--- src/rtl/fetch_unit.sv ---
// -----------------------------------------------------------------------------
// fetch_unit
//
// Purpose:
//   Instruction fetch sequencer for a program ROM with a registered read port.
//   Each instruction is fetched in three steps:
//     S_REQ  issue the ROM read at pc
//     S_CAP  capture the returned word
//     S_OUT  present the word until the consumer accepts it
//   On acceptance, pc either advances by one (wrapping) or takes a jump target.
//
// Ports:
//   clk          clock, all state changes on the rising edge
//   rst          asynchronous active-high reset
//   rom_read     read strobe to the program ROM (high only in S_REQ)
//   rom_addr     ROM address, always equal to pc
//   rom_data     ROM read data, valid the cycle after rom_read
//   instr_out    fetched instruction word
//   instr_valid  instr_out holds a valid instruction (high only in S_OUT)
//   instr_ready  consumer accepts instr_out
//   jump_en      redirect request, honoured only on the S_OUT handshake
//   jump_addr    redirect target
//   pc_out       address of the word currently held or being fetched
//   halted       fetch stopped until reset (high only in S_HALT)
//
// Configuration:
//   FETCH_HALT_ON_ZERO_EN  when defined, a fetched all-zero word stops the
//                          unit in S_HALT instead of being delivered. When
//                          undefined, halted is tied low and a zero word is
//                          an ordinary instruction.
// -----------------------------------------------------------------------------
module fetch_unit #(
    parameter int                 ADDR_W   = 8,
    parameter int                 DATA_W   = 16,
    parameter logic [ADDR_W-1:0]  RESET_PC = '0
) (
    input  logic              clk,
    input  logic              rst,
    output logic              rom_read,
    output logic [ADDR_W-1:0] rom_addr,
    input  logic [DATA_W-1:0] rom_data,
    output logic [DATA_W-1:0] instr_out,
    output logic              instr_valid,
    input  logic              instr_ready,
    input  logic              jump_en,
    input  logic [ADDR_W-1:0] jump_addr,
    output logic [ADDR_W-1:0] pc_out,
    output logic              halted
);

`ifdef FETCH_HALT_ON_ZERO_EN
    typedef enum logic [2:0] {
        S_IDLE,
        S_REQ,
        S_CAP,
        S_OUT,
        S_HALT
    } state_t;
`else
    typedef enum logic [1:0] {
        S_IDLE,
        S_REQ,
        S_CAP,
        S_OUT
    } state_t;
`endif

    state_t              state_q;
    logic [ADDR_W-1:0]   pc_q;
    logic [DATA_W-1:0]   instr_q;
    logic [ADDR_W-1:0]   pc_d;

    // Next pc taken on an accepted instruction: jump target or sequential
    // successor. The increment is truncated to ADDR_W so the top address
    // wraps back to zero.
    assign pc_d = jump_en ? jump_addr : pc_q + ADDR_W'(1);

    // Fetch sequencer. pc only moves on the S_OUT handshake, which keeps
    // rom_addr stable across the ROM's registered access in S_REQ/S_CAP.
    // Reset discards any in-flight word, since instr_q is cleared and the
    // sequence restarts from S_IDLE.
    always_ff @(posedge clk or posedge rst) begin
        if (rst) begin
            state_q <= S_IDLE;
            pc_q    <= RESET_PC;
            instr_q <= '0;
        end else begin
            case (state_q)
                S_IDLE: begin
                    state_q <= S_REQ;
                end
                S_REQ: begin
                    state_q <= S_CAP;
                end
                S_CAP: begin
                    instr_q <= rom_data;
`ifdef FETCH_HALT_ON_ZERO_EN
                    if (rom_data == '0) begin
                        state_q <= S_HALT;
                    end else begin
                        state_q <= S_OUT;
                    end
`else
                    state_q <= S_OUT;
`endif
                end
                S_OUT: begin
                    if (instr_ready) begin
                        pc_q    <= pc_d;
                        state_q <= S_REQ;
                    end
                end
`ifdef FETCH_HALT_ON_ZERO_EN
                S_HALT: begin
                    state_q <= S_HALT;
                end
`endif
                default: begin
                    state_q <= S_IDLE;
                end
            endcase
        end
    end

    // All outputs are decoded directly from registered state, so they are
    // glitch-free and settle to reset values as soon as rst asserts.
    assign rom_read    = (state_q == S_REQ);
    assign rom_addr    = pc_q;
    assign pc_out      = pc_q;
    assign instr_out   = instr_q;
    assign instr_valid = (state_q == S_OUT);
`ifdef FETCH_HALT_ON_ZERO_EN
    assign halted      = (state_q == S_HALT);
`else
    assign halted      = 1'b0;
`endif

endmodule

--- config.mk ---
export PLATFORM = sky130hd
export DESIGN_NAME = fetch_unit
export DESIGN_NICKNAME = d
export VERILOG_FILES = /design/src/rtl/fetch_unit.sv
export SDC_FILE = /design/constraint.sdc
export NUM_CORES = 1
export LEC_CHECK = 0
export CAP_MARGIN = 15
export CORE_MARGIN = 1.5
export CORE_UTILIZATION = 36
export DETAILED_ROUTE_END_ITERATION = 16
export GPL_ROUTABILITY_DRIVEN = 0
export PLACE_DENSITY = 0.76
export SYNTH_ARGS = -nofsm -noshare
export SYNTH_HDL_FRONTEND = slang
export SYNTH_SLANG_ARGS = --single-unit
--- constraint.sdc ---
create_clock -name clk -period 1.7 [get_ports clk]
set_clock_uncertainty 0.2 [all_clocks]
set_input_delay 0.34 -clock clk [delete_from_list [all_inputs] [get_ports clk]]
set_output_delay 0.34 -clock clk [all_outputs]
set_load 0.005 [all_outputs]
; Word level (Yosys, flattened, before mapping)
; Index checks and enable logic that the tools add are counted.
[classes]
shifts = 0
n_reduce_logical = 2
n_eq_ne = 4
n_div = 0
n_lt_le_gt_ge = 0
n_addsub = 1
n_bitwise = 0
multipliers = 0
muxes = 3
[op_table]
columns = op, n
row1 = $add 8x1->8 const B, 1
row2 = $mux 8, 1
row3 = $pmux 2 s4, 1
row4 = $eq 2x2->1 const B, 2
row5 = $eq 2x1->1 const B, 1
row6 = $logic_not 2->1, 1
row7 = $mux 2, 1
row8 = $ne 2x1->1 const B, 1
row9 = $reduce_and 2->1, 1
[word_totals]
memories = 0
elab_cells = 13
register_bits = 26
rom_bits = 0
output_inout_bits = 35
latchBits = 0
ramBits = 0
inputBits = 28

; Logic depth before layout (Yosys ltp)
; Gate-level depths: netlist of run 1.
[logic_depth]
ltp_word = 2
ltp_mapped = 5
ltp_nobuf = 5

; Worst setup path after synthesis of run 1
; No wires, ideal clock.
[synth_timing]
path_type = register to register
start = reg state_q[0]
end = reg instr_q[0] (netlist: instr_out[0])
t_required_ns = 1.375
stages_incl_launch_ff = 6
synth_period_minus_slack_ns = 1.628
arrival_ns = 1.303
path_buffers = 2
setup_time_ns = 0.125
path_slack_ns = 0.072
cell_sequence = dfrtp_1 > inv_1 > ha_1 > buf_2 > buf_2 > mux2_2
[synth_via]
elab_chain_len = 1
[synth_lines]
columns = element, line_no
row1 = start: declaration, 68  ; state_t state_q;
row2 = start signal: assignment, 84  ; state_q <= S_IDLE;
row3 = start signal: assignment, 90  ; state_q <= S_REQ;
row4 = start signal: assignment, 93  ; state_q <= S_CAP;
row5 = $eq 2x2->1, 88  ; case (state_q)
row6 = end signal: assignment, 96  ; instr_q <= rom_data;
row7 = end: declaration, 70  ; logic [DATA_W-1:0] instr_q;
; No other way between the ends.
; A chain may end at the register's enable or synchronous reset.

; Worst setup path after layout of run 1
[layout_timing]
start = reg state_q[0]
end = out rom_read
[layout_via]
elab_chain_len = 1
[layout_lines]
columns = element, line_no
row1 = $eq 2x1->1, 127  ; assign rom_read = (state_q == S_REQ);
row2 = end: declaration, 39  ; output logic rom_read,
; No other way between the ends.

==> flow_summary_export.csv, run 1 <==
group,metric,value,unit
power_and_ir_drop,power_density,1610,nW/um^2
final_layout,n_fill_cell,314,
synthesis,syn_area,1270,sq um
routing,viasPerCell,4.88,
floorplanning,rows,21,
worst_setup_path,cp_max_fo,4,
routing,vias,1161,
worst_setup_path,critPathRequiredTime,1160,ps
final_layout,final_nets,226,
hold_path,min_path_type,"input port to asynchronous set/reset pin",
sta,rsz0062_at_grt,"true",
global_route,antenna_found_initial,0,
final_layout,postLayoutCellArea,2080,sq um
cts,cts_sinks,26,
synthesis,avgSynthCellArea,10.9,sq um
cts,cts_buffers,3,
sta,setup_viol_count_final,0,
routing,drtIter0Drc,52,
floorplanning,die-area,3880,sq um
cts,cts_buffer_depth,2,
synthesis,ys_types,26,
synthesis,syn-instance-count,116,
synthesis,seq_area_frac_synth,0.514,
global_route,grt.total_usage,0.176,
sta,slew_violations,0,
worst_setup_path,r2r-end,"instr_out[1]",
worst_setup_path,crit_end,"rom_read",
final_layout,diodes,0,
final_layout,area_delta_synth_final,64.4,%
synthesis,netlist.area_leader.share,0.514,
worst_setup_path,cp_data_arrival_time,1140,ps
floorplanning,die_h,62.3,um
floorplanning,boundaryPins,63,
outcome,status,"completed",
final_layout,drive_above_1_share,0.302,
worst_setup_path,cp-start-kind,"flip-flop",
placed_design,placed_area,1890,sq um
power_and_ir_drop,swShare,0.336,
cts,cts-root-buf,"clkbuf_4",
routing,routed_wl,3310,um
routing,antenna_left,0,
final_layout,seq_area,654,sq um
placed_design,hpwl,2160,um
sta,period_share,0.988,
global_route,grt_pass1_wl,5400,um
synthesis,syn_nets,149,
synthesis,ys_seq_elements,26,
cts,cts_tree,"done",
routing,drc,0,
power_and_ir_drop,worst_ir_drop_vdd,0.922,mV
floorplanning,start_util,0.376,
cts,cts_htree_levels,1,
flow_run,drv_cap,0,
worst_setup_path,path_class,"flip-flop to output port",
global_route,grt_max_degree,27,
placed_design,placedCellCount,214,
worst_setup_path,rr_startpoint,"state_q[0]",
global_route,grt_pass1_vias,1162,
sta,min_period,1680,ps
global_route,grt_remaining_overflow,0,
final_layout,stdcell_count,238,
power_and_ir_drop,clkPwrFrac,0.096,
synthesis,ys_top_cells_by_area,"dfrtp_1 (51%), mux2_2 (14%), buf_4 (5.3%)",
placed_design,portBuffers,61,
worst_setup_path,worstSetupStartpoint,"state_q[0]",
cts,cts.clk_slew.worst_paths,150,ps
worst_setup_path,reg2reg_slack,50,ps
floorplanning,die_x,62.3,um
synthesis,yosysTopAreaCell,"dfrtp_1",
power_and_ir_drop,internal_power,2.23,mW
floorplanning,core_area,3360,sq um
sta,hold_viol_final,0,
power_and_ir_drop,seqPwrFrac,0.327,
routing,wire_per_inst,13.9,um
worst_setup_path,cp-end-kind,"output port",
cts,clkLatencyLatePin,330,ps
synthesis,ys_warn_count,0,
power_and_ir_drop,switchingPower,1.13,mW
final_layout,multi_input_area,542,sq um
power_and_ir_drop,p_comb_frac,0.578,
worst_setup_path,r2r_cells,5,
sta,fmax,595,MHz
routing,drt_first_pass_iters,4,
power_and_ir_drop,power_leakage,0.937,nW
final_layout,mostFrequentLayoutCells,"clkdlybuf4s50_1 (27), dlygate4sd2_1 (27), dfrtp_1 (23), buf_4 (22), mux2_2 (16)",
[power by group through the flow]
stage,registers [mW],logic [mW],clock network (mW)
finish,1.10,1.94,0.321
global route,1.14,2.09,0.366
CTS,1.09,1.88,0.326
detailed placement,1.21,1.66,0
global placement,1.19,1.61,0
floorplan,1.20,0.733,0
[worst min path at each step]
stage                            start      endpoint  cells after the start
final                              rst  instr_out[4]                      3
after CTS                          rst  instr_out[4]                      3
after detailed placement  instr_out[4]  instr_out[4]                      1
after global routing               rst     pc_out[4]                      3
after global placement    instr_out[5]  instr_out[5]                      1
after floorplan                    rst  instr_out[0]                      1
[repair_timing]
item | CTS | global route
hold buffers | 0 | 0
setup endpoints to repair | 35 | 11
pin swaps | 0 | 1
buffers inserted | 20 | 2
gates resized for setup | 47 | 13
[per-layer routing]
layer	share of wire	track usage	vias up	wire length, um
li1	-	-	542	-
met1	0.42	0.207	568	1370
met2	0.53	0.323	49	1750
met3	0.047	0.0199	2	155
met4	0.0082	0.0722	0	27
met5	0	0	-	0
[synthesized netlist by cell type]
| master | count |
|---|---|
| a21oi_1 | 10 |
| nor4_1 | 1 |
| inv_1 | 5 |
| nand2_1 | 7 |
| ha_1 | 5 |
| or3_1 | 1 |
| nor2b_1 | 1 |
| mux2_2 | 16 |
| o21ai_0 | 8 |
| and2_1 | 1 |
| a22oi_1 | 1 |
| o21ai_1 | 1 |
| clkbuf_1 | 1 |
| nor2_1 | 5 |
| nand4_1 | 1 |
| buf_2 | 3 |
| nor3_1 | 3 |
| mux2i_1 | 2 |
| nand2b_1 | 1 |
| buf_4 | 9 |
| dfrtp_1 | 26 |
| nand3_1 | 3 |
| conb_1 | 1 |
| nand3_2 | 1 |
| o22ai_1 | 2 |
| a31oi_1 | 1 |
[sequential cells by signal (all words and copies together) (netlist names)]
register,flops
state_q,2
pc_out,8
instr_out,16
[logic make-up (layout without fill, tap and decap cells)]
group                      after synthesis  after routing  share of synthesized area
buffers and inverters                   18             94                     0.0830
muxes                                   18             18                      0.158
DFF                                     26             26                      0.514
AOI/OAI and AO/OA                       23             23                     0.0959
other                                    1              1                    0.00296
adders and majority gates                5              5                     0.0494
and+or+nand+nor                         25             25                     0.0969
[worst max-delay path: stages, from the launching register on]
cell     delay, ps
dfrtp_1        430
buf_6          140
ha_4           150
buf_6          100
[through the flow]
stage                     total power, mW  hold slack, ps  TNS (ps)  utilization  setup slack (ps)
after floorplan                      1.93             180         0            -              72.3
after global placement               2.81             287     -3.30        0.562             -3.30
after global routing                 3.60             167     -38.1        0.619             -38.1
after CTS                            3.30             159         0        0.612              2.75
final                                3.35             150         0        0.619              19.6
after detailed placement             2.88             297      -173        0.562             -63.3
[area by class of cell]
class	count	share of cell area
tap	46	0.0276
multi-input combinational	72	0.260
timing repair buffer	85	0.370
clock buffer	4	0.0174
sequential	26	0.314
inverter	5	0.0102
Note: power is estimated with default switching activity, not from simulation.
==> inputs of run 2 (changes only) <==
Settings changed: CAP_MARGIN 15 to 0, CTS_CLUSTER_SIZE set to 40, SKIP_LAST_GASP set to 1.
==> flow_summary_export.csv, run 2 (synthesis gave the netlist of run 1 again) <==
group,metric,value,unit
outcome,status,"completed",
worst_setup_path,crit_chain,"buf_6 > ha_4 > buf_6",
power_and_ir_drop,worst_ir_drop_vdd,0.939,mV
final_layout,layout_commonest_cell,"dlygate4sd2_1",
cts,cts-root-buf,"clkbuf_4",
cts,cts_htree_levels,1,
power_and_ir_drop,internal_power,2.23,mW
cts,cts.clk_slew.worst_paths,160,ps
sta,fin_ws,3.94,ps
routing,drc,0,
global_route,grt_pass1_wl,5370,um
final_layout,mostFrequentLayoutCells,"dlygate4sd2_1 (28), clkdlybuf4s50_1 (27), dfrtp_1 (23), buf_4 (22), mux2_2 (16)",
hold_path,min_path_type,"input port to asynchronous set/reset pin",
worst_setup_path,cpMaxStageDelayCell,"dfrtp_1",
sta,min_period,1700,ps
placed_design,pre_cts_ws,-63.3,ps
worst_setup_path,critPathRequiredTime,1160,ps
worst_setup_path,slowest_delay,440,ps
global_route,grt_max_degree,27,
global_route,met1_usage,0.205,
global_route,grt.total_usage,0.174,
worst_setup_path,cp_data_arrival_time,1160,ps
global_route,grt_most_used_layer,"met2",
floorplanning,core_area,3360,sq um
floorplanning,die_h,62.3,um
final_layout,drive_above_1_share,0.301,
power_and_ir_drop,power_density,1610,nW/um^2
cts,cts_buffer_depth,2,
routing,vias,1170,
sta,slew_violations,0,
cts,cts_tree,"done",
routing,drt_first_pass_iters,4,
cts,cts_buffers,3,
floorplanning,die_x,62.3,um
global_route,grt_pass1_vias,1162,
global_route,met3_usage,0.0199,
placed_design,hpwl,2160,um
power_and_ir_drop,clkPwrFrac,0.096,
global_route,grt_remaining_overflow,0,
routing,routed_wl,3330,um
routing,antenna_left,0,
final_layout,area_delta_synth_final,65.1,%
floorplanning,start_util,0.376,
flow_run,drv_cap,0,
power_and_ir_drop,p_comb_frac,0.578,
worst_setup_path,cp-start-kind,"flip-flop",
final_layout,largest_reg_flops,16,
routing,viasPerCell,4.90,
worst_setup_path,cp_max_fo,3,
sta,rsz0062_at_grt,"true",
sta,fmax,590,MHz
power_and_ir_drop,switchingPower,1.13,mW
routing,drtIter0Drc,53,
floorplanning,rows,21,
worst_setup_path,crit_path_frequent_cell,"buf_6",
sta,hold_viol_final,0,
power_and_ir_drop,swShare,0.337,
final_layout,diodes,0,
final_layout,final_nets,227,
floorplanning,die-area,3880,sq um
power_and_ir_drop,seqPwrFrac,0.326,
sta,period_share,0.998,
floorplanning,boundaryPins,63,
sta,whs,148,ps
global_route,antenna_found_initial,0,
placed_design,portBuffers,61,
cts,clkLatencyLatePin,330,ps
cts,cts_sinks,26,
worst_setup_path,cp-end-kind,"output port",
power_and_ir_drop,power_leakage,0.941,nW
sta,setup_viol_count_final,0,
worst_setup_path,path_class,"flip-flop to output port",
routing,wire_per_inst,13.9,um
global_route,grt_use_met2,0.322,
## run 2: path summary, 6_finish.rpt
| check | from | endpoint | slack [ps] | cells past startpoint |
|---|---|---|---|---|
| worst min-delay path | rst | instr_out[4] | 150 | 3 |
| worst min register to register | instr_out[2] | instr_out[2] | 320 | 1 |
| min in group clk | instr_out[2] | instr_out[2] | 320 | 1 |
| worst max-delay path | state_q[0] | rom_read | 4 | 3 |
| max in group asynchronous | rst | pc_out[2] | 870 | 3 |
| worst max register to register | state_q[0] | instr_out[1] | 40 | 5 |
## run 2: power groups by stage
| stage | clock network, mW | logic, mW | registers (mW) |
|---|---|---|---|
| after floorplan | 0 | 0.733 | 1.20 |
| after global placement | 0 | 1.61 | 1.19 |
| after detailed placement | 0 | 1.66 | 1.21 |
| after CTS | 0.326 | 1.86 | 1.09 |
| after global routing | 0.364 | 2.10 | 1.14 |
| final | 0.323 | 1.95 | 1.10 |
## run 2: worst max-delay path: cells and delay by family (launching register included)
kind | cells | cell delay [ps]
adder cells (fa/ha/maj) | 1 | 150
buffers and inverters | 2 | 240
flip-flops | 1 | 440
## run 2: metrics by stage
stage | total power [mW] | std cells | util | TNS, ps | area (sq um)
3_5_place_dp | 2.88 | 214 | 0.562 | -173 | 1890
2_1_floorplan | 1.93 | 116 | - | 0 | 1270
6_report | 3.37 | 239 | 0.622 | 0 | 2090
3_3_place_gp | 2.81 | 214 | 0.562 | -3.30 | 1890
5_1_grt | 3.61 | 239 | 0.622 | -46.9 | 2090
4_1_cts | 3.28 | 238 | 0.609 | -18.4 | 2050
## run 2: layout make-up
| cell class | count | area, sq um |
|---|---|---|
| Clock buffer | 4 | 36.3 |
| Timing Repair Buffer | 86 | 779 |
| Tap cell | 46 | 57.6 |
| Fill cell | 309 | 1270 |
| Multi-Input combinational cell | 72 | 542 |
| Inverter | 5 | 21.3 |
| Sequential cell | 26 | 654 |
## run 2: layer usage
layer | vias to the layer above | routed length [um]
met5 | - | 0
met4 | 0 | 32
met3 | 4 | 141
met2 | 49 | 1780
met1 | 573 | 1370
li1 | 544 | -
## run 2: timing repair
item / CTS / global route
setup buffers: 20 / 3
resized for setup: 46 / 13
hold buffers: 0 / 0
gates cloned: 0 / 0
endpoints found under the setup margin: 35 / 11
